## src/rtl/udp_payload_word_packer.sv

```systemverilog
// ---------------------------------------------------------------------------
// udp_payload_word_packer
//
// Packs a byte-serial UDP payload stream into 64-bit words with byte enables
// for the BATS parser input. One datagram is one Sequenced Unit.
//   - Every datagram starts in lane 0.
//   - The tail of a datagram is flushed as a partial word.
//   - Datagrams longer than MAX_DGRAM_BYTES are truncated; the excess bytes
//     are accepted and discarded.
//
// Parameters
//   MAX_DGRAM_BYTES  payload bytes forwarded per datagram
//   CNT_W            width of the statistics counters
//
// Ports
//   Clk40            clock for all logic
//   reset_n          synchronous active-low reset
//   s_byte/s_valid/s_last/s_ready
//                    byte stream in (transfer = s_valid & s_ready)
//   m_bytes          packed word; byte k of the word is on [63-8k -: 8]
//   m_byte_enables   bit 7-k set = lane k valid
//   m_data_valid     output word valid (transfer = m_data_valid & m_ready)
//   m_ready          parser ready for input
//   dgram_count      datagrams completed (s_last accepted), wraps
//   trunc_count      datagrams truncated, wraps
//   trunc_pulse      one-cycle pulse when a truncation starts
// ---------------------------------------------------------------------------
module udp_payload_word_packer #(
    parameter int MAX_DGRAM_BYTES = 1500,
    parameter int CNT_W           = 32
) (
    input  logic             Clk40,
    input  logic             reset_n,
    input  logic [7:0]       s_byte,
    input  logic             s_valid,
    input  logic             s_last,
    output logic             s_ready,
    output logic [63:0]      m_bytes,
    output logic [7:0]       m_byte_enables,
    output logic             m_data_valid,
    input  logic             m_ready,
    output logic [CNT_W-1:0] dgram_count,
    output logic [CNT_W-1:0] trunc_count,
    output logic             trunc_pulse
);

    localparam int BCNT_W = $clog2(MAX_DGRAM_BYTES + 1);

    typedef enum logic [1:0] {
        IDLE,
        FILL,
        DROP
    } state_t;

    state_t              state;
    logic [63:0]         acc;
    logic [3:0]          fill;
    logic                acc_done;
    logic [BCNT_W-1:0]   bcnt;

    logic                out_free;
    logic                pending;
    logic                load_out;
    logic                accept;
    logic                take_byte;
    logic [BCNT_W-1:0]   bcnt_inc;
    logic                hit_max;
    logic [63:0]         acc_wr;
    logic [3:0]          base_fill;
    logic [3:0]          fill_wr;

    // A completed word may leave the accumulator when the output register is
    // empty or draining this cycle. Because the accumulator is vacated on that
    // same edge, a new byte can be written into lane 0 concurrently, which
    // keeps the 1-word-per-8-cycles rate. In DROP the bytes never touch the
    // accumulator, so they are accepted even while a word is pending.
    always_comb begin
        out_free  = !m_data_valid || m_ready;
        pending   = acc_done && !out_free;
        load_out  = acc_done && out_free;
        s_ready   = reset_n && ((state == DROP) || !pending);
        accept    = s_valid && s_ready;
        take_byte = accept && (state != DROP);
        bcnt_inc  = bcnt + 1'b1;
        hit_max   = take_byte && !s_last && (bcnt_inc == BCNT_W'(MAX_DGRAM_BYTES));
        base_fill = load_out ? 4'd0 : fill;
        acc_wr    = load_out ? 64'd0 : acc;
        for (int k = 0; k < 8; k++) begin
            if (base_fill == 4'(k)) begin
                acc_wr[63-8*k -: 8] = s_byte;
            end
        end
        fill_wr   = base_fill + 4'd1;
    end

    always_ff @(posedge Clk40) begin
        if (!reset_n) begin
            state          <= IDLE;
            acc            <= '0;
            fill           <= '0;
            acc_done       <= 1'b0;
            bcnt           <= '0;
            m_bytes        <= '0;
            m_byte_enables <= '0;
            m_data_valid   <= 1'b0;
            dgram_count    <= '0;
            trunc_count    <= '0;
            trunc_pulse    <= 1'b0;
        end else begin
            trunc_pulse <= hit_max;

            // A word completes on the 8th lane, on s_last, or on truncation.
            if (take_byte) begin
                acc      <= acc_wr;
                fill     <= fill_wr;
                acc_done <= (fill_wr == 4'd8) || s_last || hit_max;
            end else if (load_out) begin
                acc      <= '0;
                fill     <= '0;
                acc_done <= 1'b0;
            end

            // Unwritten lanes of acc are always zero, so a partial word
            // carries zeros in its unused lanes.
            if (load_out) begin
                m_bytes        <= acc;
                m_byte_enables <= 8'hFF << (4'd8 - fill);
                m_data_valid   <= 1'b1;
            end else if (m_data_valid && m_ready) begin
                m_bytes        <= '0;
                m_byte_enables <= '0;
                m_data_valid   <= 1'b0;
            end

            if (accept && s_last) begin
                dgram_count <= dgram_count + 1'b1;
            end
            if (hit_max) begin
                trunc_count <= trunc_count + 1'b1;
            end

            // s_last on the MAX-th byte wins over truncation.
            case (state)
                IDLE, FILL: begin
                    if (take_byte) begin
                        if (s_last) begin
                            state <= IDLE;
                            bcnt  <= '0;
                        end else if (hit_max) begin
                            state <= DROP;
                            bcnt  <= '0;
                        end else begin
                            state <= FILL;
                            bcnt  <= bcnt_inc;
                        end
                    end
                end
                DROP: begin
                    if (accept && s_last) begin
                        state <= IDLE;
                        bcnt  <= '0;
                    end
                end
                default: begin
                    state <= IDLE;
                    bcnt  <= '0;
                end
            endcase
        end
    end

endmodule
```

## config.mk

```make
export PLATFORM = sky130hd
export DESIGN_NAME = udp_payload_word_packer
export DESIGN_NICKNAME = d
export VERILOG_FILES = /design/src/rtl/udp_payload_word_packer.sv
export SDC_FILE = /design/constraint.sdc
export NUM_CORES = 1
export LEC_CHECK = 0
export ABC_AREA = 1
export BUFFER_PORTS_ARGS = -buffer_cell sky130_fd_sc_hd__buf_2
export CAP_MARGIN = 5
export CORE_ASPECT_RATIO = 1.25
export CORE_MARGIN = 1.5
export CORE_UTILIZATION = 53
export CTS_CLUSTER_SIZE = 12
export DETAILED_ROUTE_END_ITERATION = 10
export MAX_ROUTING_LAYER = met4
export PLACE_DENSITY = 0.75
export SYNTH_ARGS = -nofsm -noshare
export SYNTH_HDL_FRONTEND = slang
export SYNTH_SLANG_ARGS = --single-unit
export TNS_END_PERCENT = 30
```

## constraint.sdc

```tcl
create_clock -name Clk40 -period 2.3 [get_ports Clk40]
set_input_delay 0.23 -clock Clk40 [delete_from_list [all_inputs] [get_ports Clk40]]
set_output_delay 0.23 -clock Clk40 [all_outputs]
set_load 0.01 [all_outputs]
```

==> metrics.md, run 1 <==
| Metric | Value |
|---|---|
| Status | finished, final reports clean |
| Post-Syn Instances | roughly 1,400 |
| CTS tree | yes |
| Syn nets | approximately 1,500 |
| CP max FO | 5 |
| H-tree depth | 1 |
| Worst Path Required | around 2.7 ns |
| Cell seen most often among critical-path stages | nand2_1 |
| Post-route DRC | 0 |
| Fill count | roughly 1,700 |
| Synthesized cell area | 10,200 um^2 |
| PostCTS Resize Cnt | 0 |
| Drt pass-1 iters | 4 |
| Max Clk Rate | 488 MHz |
| Psw | about 1.8 mW |
| Top Family by Delay on Critical Path | simple AND/OR/NAND/NOR gates |
| Fin. max-slew vios | 0 |
| Area grow syn2layout | 17.7% |
| CP arrival | roughly 2.4 ns |
| CTS Buffer Depth | 3 |
| Setup TNS | 0 ns |
| Switching part of the total | between 20% and 30% |
| Post-route ant nets | 0 |
| Clock Pin Slew Worst Setup and Hold Paths | roughly 0.060 ns |
| RSZ-0062 raised after global routing | no |
| PortBufs | around 150 |
| Die Y | about 160 um |
| Clock Skew | about 0.011 ns |
| Share of layout cells above drive strength 1 | 16.9% |
| Most numerous cell in the Yosys netlist | nand2_1 |
| Die area | just over 20,000 um^2 |
| Die X | 127 um |
| FP Rows | 56 |
| Fraction of registers with async set/reset | 0% |
| N_diodes | 0 |
| Critical path type | reg -> reg |
| Hold Slack | approximately 0.065 ns |
| Num ports | about 150 |
| Hold Path Stages | 3 |
| First-pass GRT wire length | ~44 mm |
| Cell Chain, Critical Path | nand2_1 -> nor2_1 -> nand3_1 -> nor3_1 -> nand2_1 -> nor3_1 -> nand3_1 -> nand2_1 -> nor2_1 |
| Instance area after placement | between 10,000 and 15,000 um^2 |
| Routed WL | 26.9 mm |
| Initial antenna violation count | 0 |
| CTS sink count | 220 |
| Synth top area share | a little over two fifths |
| Tightest Hold Check Type | in -> reg |
| Area of the multi-input gates | approximately 5200 um^2 |
| Final nets | around 1,600 |
| Max Cap Viol | 0 |
| Dpl cells | between 1,500 and 2,000 |
| Vias | just under 10,000 |
| Tmin final | between 2 and 2.5 ns |
| Cell Int Power | 6.27 mW |
| Top FF cell, synth | dfxtp_1 |
| Commonest cells in the netlist | 402 x nand2_1, 220 x dfxtp_1, 199 x a21oi_1 |
| Comb pwr share | under 10% |
| Element type at the critical path end | flop |
| Fin area | approximately 12,000 um^2 |
| Sequential Power Share | roughly 48% |
| EDFF count, synth | 0 |
| Largest net degree at the start of global routing | 135 |
| Synth cell types | 42 |
| Slew @ Worst Pin | roughly 0.74 ns |
| WP buf/inv | 0 |
| Syn. warnings | 0 |
| Worst VDD drop | 0.000591 V |
| Tot GR Track Use | ~27% |
| Initial drt markers | roughly 560 |
| Vias in the first global route | approximately 9,200 |
| Post-route insts no fill | 1,831 |
| Post-DP HPWL | between 15 and 20 mm |
| Overflow after GRT | 0 |
| Clock share of power | around 47% |
| RePlAce Congestion | between 0.9 and 1 |
| LEAKAGE | 4.68 nW |
| Synth area leaders | dfxtp_1 43%, nand2_1 15%, a21oi_1 9.8% |
| Final setup viols | 0 |
| Synth Area per Inst | 7.10 um^2 |
| CP Depth | 9 |
| Slew headroom | about 51% |
| WL per Instance | between 10 and 15 um |
| #FFs+latches synth | 220 |
| Via density | about 5.4 |
| CTS Buf Count | 24 |
| Initial core utilization | a little over half |
| CP max-delay cell | dfxtp_1 |
| Clk root buf | clkbuf_16 |
| Pwr/cell area | between 600 and 700 nW/um^2 |
| CP Launch Type | flop |
| R2r worst-path depth | 9 |
| Final Hold Vio Count | 0 |
| Post-CTS Hold Buffers | 0 |
| Critical Path Max Stage Delay | 0.42 ns |
| Clock Latency Late Sink | 0.51 ns |
| Largest area contributor in the netlist | dfxtp_1 |
| Post-CTS Setup Inserts | 0 |
| Register area share after synthesis | 43.1% |
| Core ar. | ~19,000 um^2 |
| Reg area | roughly 4400 um^2 |
| Tcrit/Tclk final | approximately 89% |
==> tightest hold or removal path, stage by stage <==
cell and delay [ns]:
buf_2 0.18, nand2_1 0.09, nor2_1 0.03
==> routing by layer <==
layer  global-route usage [%]  vias to the layer above  wire length, um
met5                        -                        -                0
met4                     10.9                        0              989
met3                     3.31                       67             1210
met2                     47.6                      268            13400
met1                     32.2                     4564            11300
li1                         -                     4996                -
==> metrics by stage <==
stage	setup WS, ns	utilization, %	power (mW)
after detailed placement	0.268	59.7	4.34
after CTS	0.254	63.8	8.12
after floorplan	0.428	-	4.21
after global routing	0.0616	63.8	8.33
after global placement	0.312	59.7	4.34
final	0.250	63.8	8.07
==> state kept, by name, indices dropped and copies added, names as in the netlist <==
signal and count:
m_bytes 64, trunc_pulse 1, acc_done 1, state 2
m_byte_enables 8, dgram_count 32, fill 4, bcnt 11
trunc_count 32, m_data_valid 1, acc 64
==> layout by cell type (no fill, tap or decap), drive strengths merged <==
| cell type | count |
|---|---|
| nand3b | 10 |
| a21oi | 200 |
| nand4 | 37 |
| o211ai | 1 |
| clkinv | 2 |
| o21bai | 12 |
| nor4 | 1 |
| o21ai | 81 |
| or3 | 1 |
| nor3b | 4 |
| nand3 | 36 |
| xor2 | 15 |
| bufinv | 2 |
| clkbuf | 35 |
| xnor2 | 9 |
| nor3 | 35 |
| inv | 88 |
| nand2 | 416 |
| and3 | 1 |
| ha | 11 |
| buf | 180 |
| dfxtp | 220 |
| a31oi | 2 |
| nor2 | 199 |
| o31ai | 1 |
==> layout make-up <==
type,count,area share (%)
clock buffer,35,5.85
clock inverter,3,0.593
inverter,89,2.82
multi-input combinational,1072,43.3
sequential,220,36.6
tap,232,2.41
timing repair buffer,180,8.41
==> power by group through the flow <==
stage / Combinational [mW] / Clock, mW / Sequential [mW]
2_1_floorplan: 0.256 / 0 / 3.95
3_5_place_dp: 0.387 / 0 / 3.95
4_1_cts: 0.390 / 3.86 / 3.87
5_1_grt: 0.431 / 4.03 / 3.87
3_3_place_gp: 0.385 / 0 / 3.95
6_report: 0.388 / 3.81 / 3.87
==> final timing paths <==
kind	startpoint	endpoint	slack (ns)
worst min register to register	m_bytes[4]$_SDFFE_PN0P_	m_bytes[4]$_SDFFE_PN0P_	0.46
worst min-delay path	reset_n	trunc_count[24]$_SDFFE_PN0P_	0.07
worst max-delay path	trunc_count[5]$_SDFFE_PN0P_	trunc_count[22]$_SDFFE_PN0P_	0.25
worst max register to register	trunc_count[5]$_SDFFE_PN0P_	trunc_count[22]$_SDFFE_PN0P_	0.25
==> cell families (layout without fill, tap and decap cells) <==
kind of cell	Yosys count	after routing	synth area share, %
AO/OA/AOI/OAI	297	297	15.3
flip-flops	220	220	43.1
buffers and inverters	147	307	5.92
AND/OR/NAND/NOR	740	740	32.3
XOR/XNOR	24	24	2.06
adder cells (fa/ha/maj)	11	11	1.35
Note: power is estimated with default switching activity, not from simulation.
==> run 2: changes to the inputs <==
--- a/config.mk
+++ b/config.mk
@@ -10,11 +10,11 @@
 export CAP_MARGIN = 5
 export CORE_ASPECT_RATIO = 1.25
 export CORE_MARGIN = 1.5
-export CORE_UTILIZATION = 53
+export CORE_UTILIZATION = 57
 export CTS_CLUSTER_SIZE = 12
 export DETAILED_ROUTE_END_ITERATION = 10
 export MAX_ROUTING_LAYER = met4
-export PLACE_DENSITY = 0.75
+export PLACE_DENSITY = 0.8
 export SYNTH_ARGS = -nofsm -noshare
 export SYNTH_HDL_FRONTEND = slang
 export SYNTH_SLANG_ARGS = --single-unit
==> metrics.md, run 2 (synthesis gave the netlist of run 1 again) <==
| Metric | Value |
|---|---|
| Slew @ Worst Pin | just under 0.6 ns |
| CP Launch Type | flop |
| Fin. max-slew vios | 0 |
| Commonest non-fill, non-tap cell in the layout | nand2_1 |
| Area grow syn2layout | 16.8% |
| CP max FO | 16 |
| RePlAce Congestion | between 0.9 and 1 |
| Max Clk Rate | 484 MHz |
| Largest net degree at the start of global routing | 135 |
| Met1 GRT Util | a little over a third |
| Initial drt markers | a little over 600 |
| Final core utilization | ~68% |
| CTS sink count | between 200 and 250 |
| Post-route insts no fill | around 1,800 |
| N_diodes | 0 |
| Initial antenna violation count | 0 |
| LEAKAGE | roughly 4.6 nW |
| Clk root buf | clkbuf_16 |
| Power, Total | roughly 7.7 mW |
| WL per Instance | about 15 um |
| Num ports | 152 |
| Clock Skew | slightly above 0.007 ns |
| Final setup viols | 0 |
| Vias in the first global route | 9,316 |
| Met2 Track Usage GR | around half |
| Setup TNS | 0 ns |
| Final nets | 1,612 |
| Fill count | ~1,600 |
| Dpl cells | between 1,500 and 2,000 |
| Tcrit/Tclk final | between 80% and 90% |
| Worst Path Required | 2.74 ns |
| CTS tree | yes |
| Element type at the critical path end | flop |
| FP Rows | 54 |
| Die X | between 100 and 150 um |
| H-tree depth | 1 |
| Post-route DRC | 0 |
| Top Usage Layer GRT | met2 |
| CP arrival | around 2.5 ns |
| Post-CTS Setup Inserts | 0 |
| Slew headroom | approximately 60% |
| First-pass GRT wire length | ~44 mm |
| Worst Slack Setup Final | approximately 0.24 ns |
| CTS Buffer Depth | 3 |
| Die Y | 153 um |
| Status | finished, final reports clean |
| Post-DP HPWL | roughly 19 mm |
| Via density | 5.51 |
| Place WS | around 0.29 ns |
| Die area | 18,700 um^2 |
| PortBufs | about 150 |
| Final Hold Vio Count | 0 |
| Clock Latency Late Sink | between 0.5 and 0.6 ns |
| Share of layout cells above drive strength 1 | between 10% and 20% |
| CTS Buf Count | 23 |
| Vias | roughly 10,000 |
| RSZ-0062 raised after global routing | no |
| Overflow after GRT | 0 |
| Core ar. | approximately 17,000 um^2 |
| Post-route ant nets | 0 |
| Critical path type | reg -> reg |
| Tmin final | just over 2 ns |
| Commonest cells after routing, fill and taps aside | 402 x nand2_1, 220 x dfxtp_1, 199 x a21oi_1, 187 x nor2_1, 151 x buf_2 |
| Tot GR Track Use | a little under 30% |
| Drt pass-1 iters | 6 |
| Top flop regs | acc: 64 flops, m_bytes: 64 flops |
| Initial core utilization | between 50 and 60% |
| Max Cap Viol | 0 |
| Met3 Usage GRT | about 3.4% |
| Clock Pin Slew Worst Setup and Hold Paths | 0.06 ns |
| Tightest Hold Check Type | in -> reg |
| Pwr/cell area | approximately 640 nW/um^2 |
| Routed WL | roughly 27 mm |
| Worst VDD drop | 0.000478 V |
[run 2: cell types whose count changed in the layout (fill, tap and decap cells not counted), sizes merged]
cell    previous run  this run
clkbuf            35        32
buf              180       182
bufinv             2         0
clkinv             2         4
[run 2: power by group]
| group | total (mW) | internal [mW] | leakage [nW] | switching [mW] |
|---|---|---|---|---|
| Sequential | 3.87 | 3.85 | 1.77 | 0.0242 |
| Combinational | 0.389 | 0.101 | 2.53 | 0.287 |
| Clock | 3.43 | 1.97 | 0.336 | 1.46 |
| Total | 7.69 | 5.92 | 4.64 | 1.77 |
[run 2: final timing paths]
check                                 from  cells past startpoint  slack (ns)                           end
setup / recovery      bcnt[1]$_SDFFE_PN0P_                     13        0.24  trunc_count[24]$_SDFFE_PN0P_
hold / removal                     m_ready                      4        0.05     m_data_valid$_SDFFE_PN0P_
setup reg to reg      bcnt[1]$_SDFFE_PN0P_                     13        0.24  trunc_count[24]$_SDFFE_PN0P_
hold reg to reg   m_bytes[11]$_SDFFE_PN0P_                      2        0.46      m_bytes[11]$_SDFFE_PN0P_
[run 2: metrics by stage]
step | hold WS [ns] | cell area [um^2]
finish | 0.0464 | 11900
global placement | 0.447 | 11200
detailed placement | 0.451 | 11200
floorplan | 0.376 | 10200
CTS | 0.0460 | 11900
global route | 0.0983 | 11900
[run 2: repair_timing]
action                     4_1_cts  5_1_grt
hold buffers                     0        0
setup endpoints to repair        0        1
gates resized for setup          0        1
[run 2: critical path, cell delays in order (launching register included)]
cell,delay (ns)
dfxtp_1,0.41
ha_1,0.21
nand2_2,0.11
nor2_4,0.15
nand3b_1,0.09
nand2_1,0.12
nand2_2,0.09
nor2_1,0.22
nand2_4,0.20
inv_4,0.16
nand2_1,0.06
nand2_1,0.05
inv_1,0.03
nor2_1,0.09
[run 2: cell type report]
cell class | instances | area [um^2] | area share (%)
flip-flops and latches | 220 | 4400 | 36.9
multi-input cells | 1072 | 5210 | 43.7
clock inverters | 3 | 18.8 | 0.157
clock buffers | 32 | 659 | 5.53
repair buffers | 182 | 1010 | 8.50
inverters | 89 | 339 | 2.84
well taps | 224 | 280 | 2.35
[run 2: metal layers]
| metal | wire (um) | part of all wire (%) |
|---|---|---|
| met5 | 0 | 0 |
| met4 | 889 | 3.2 |
| met3 | 1550 | 5.6 |
| met2 | 13700 | 50 |
| met1 | 11300 | 41 |
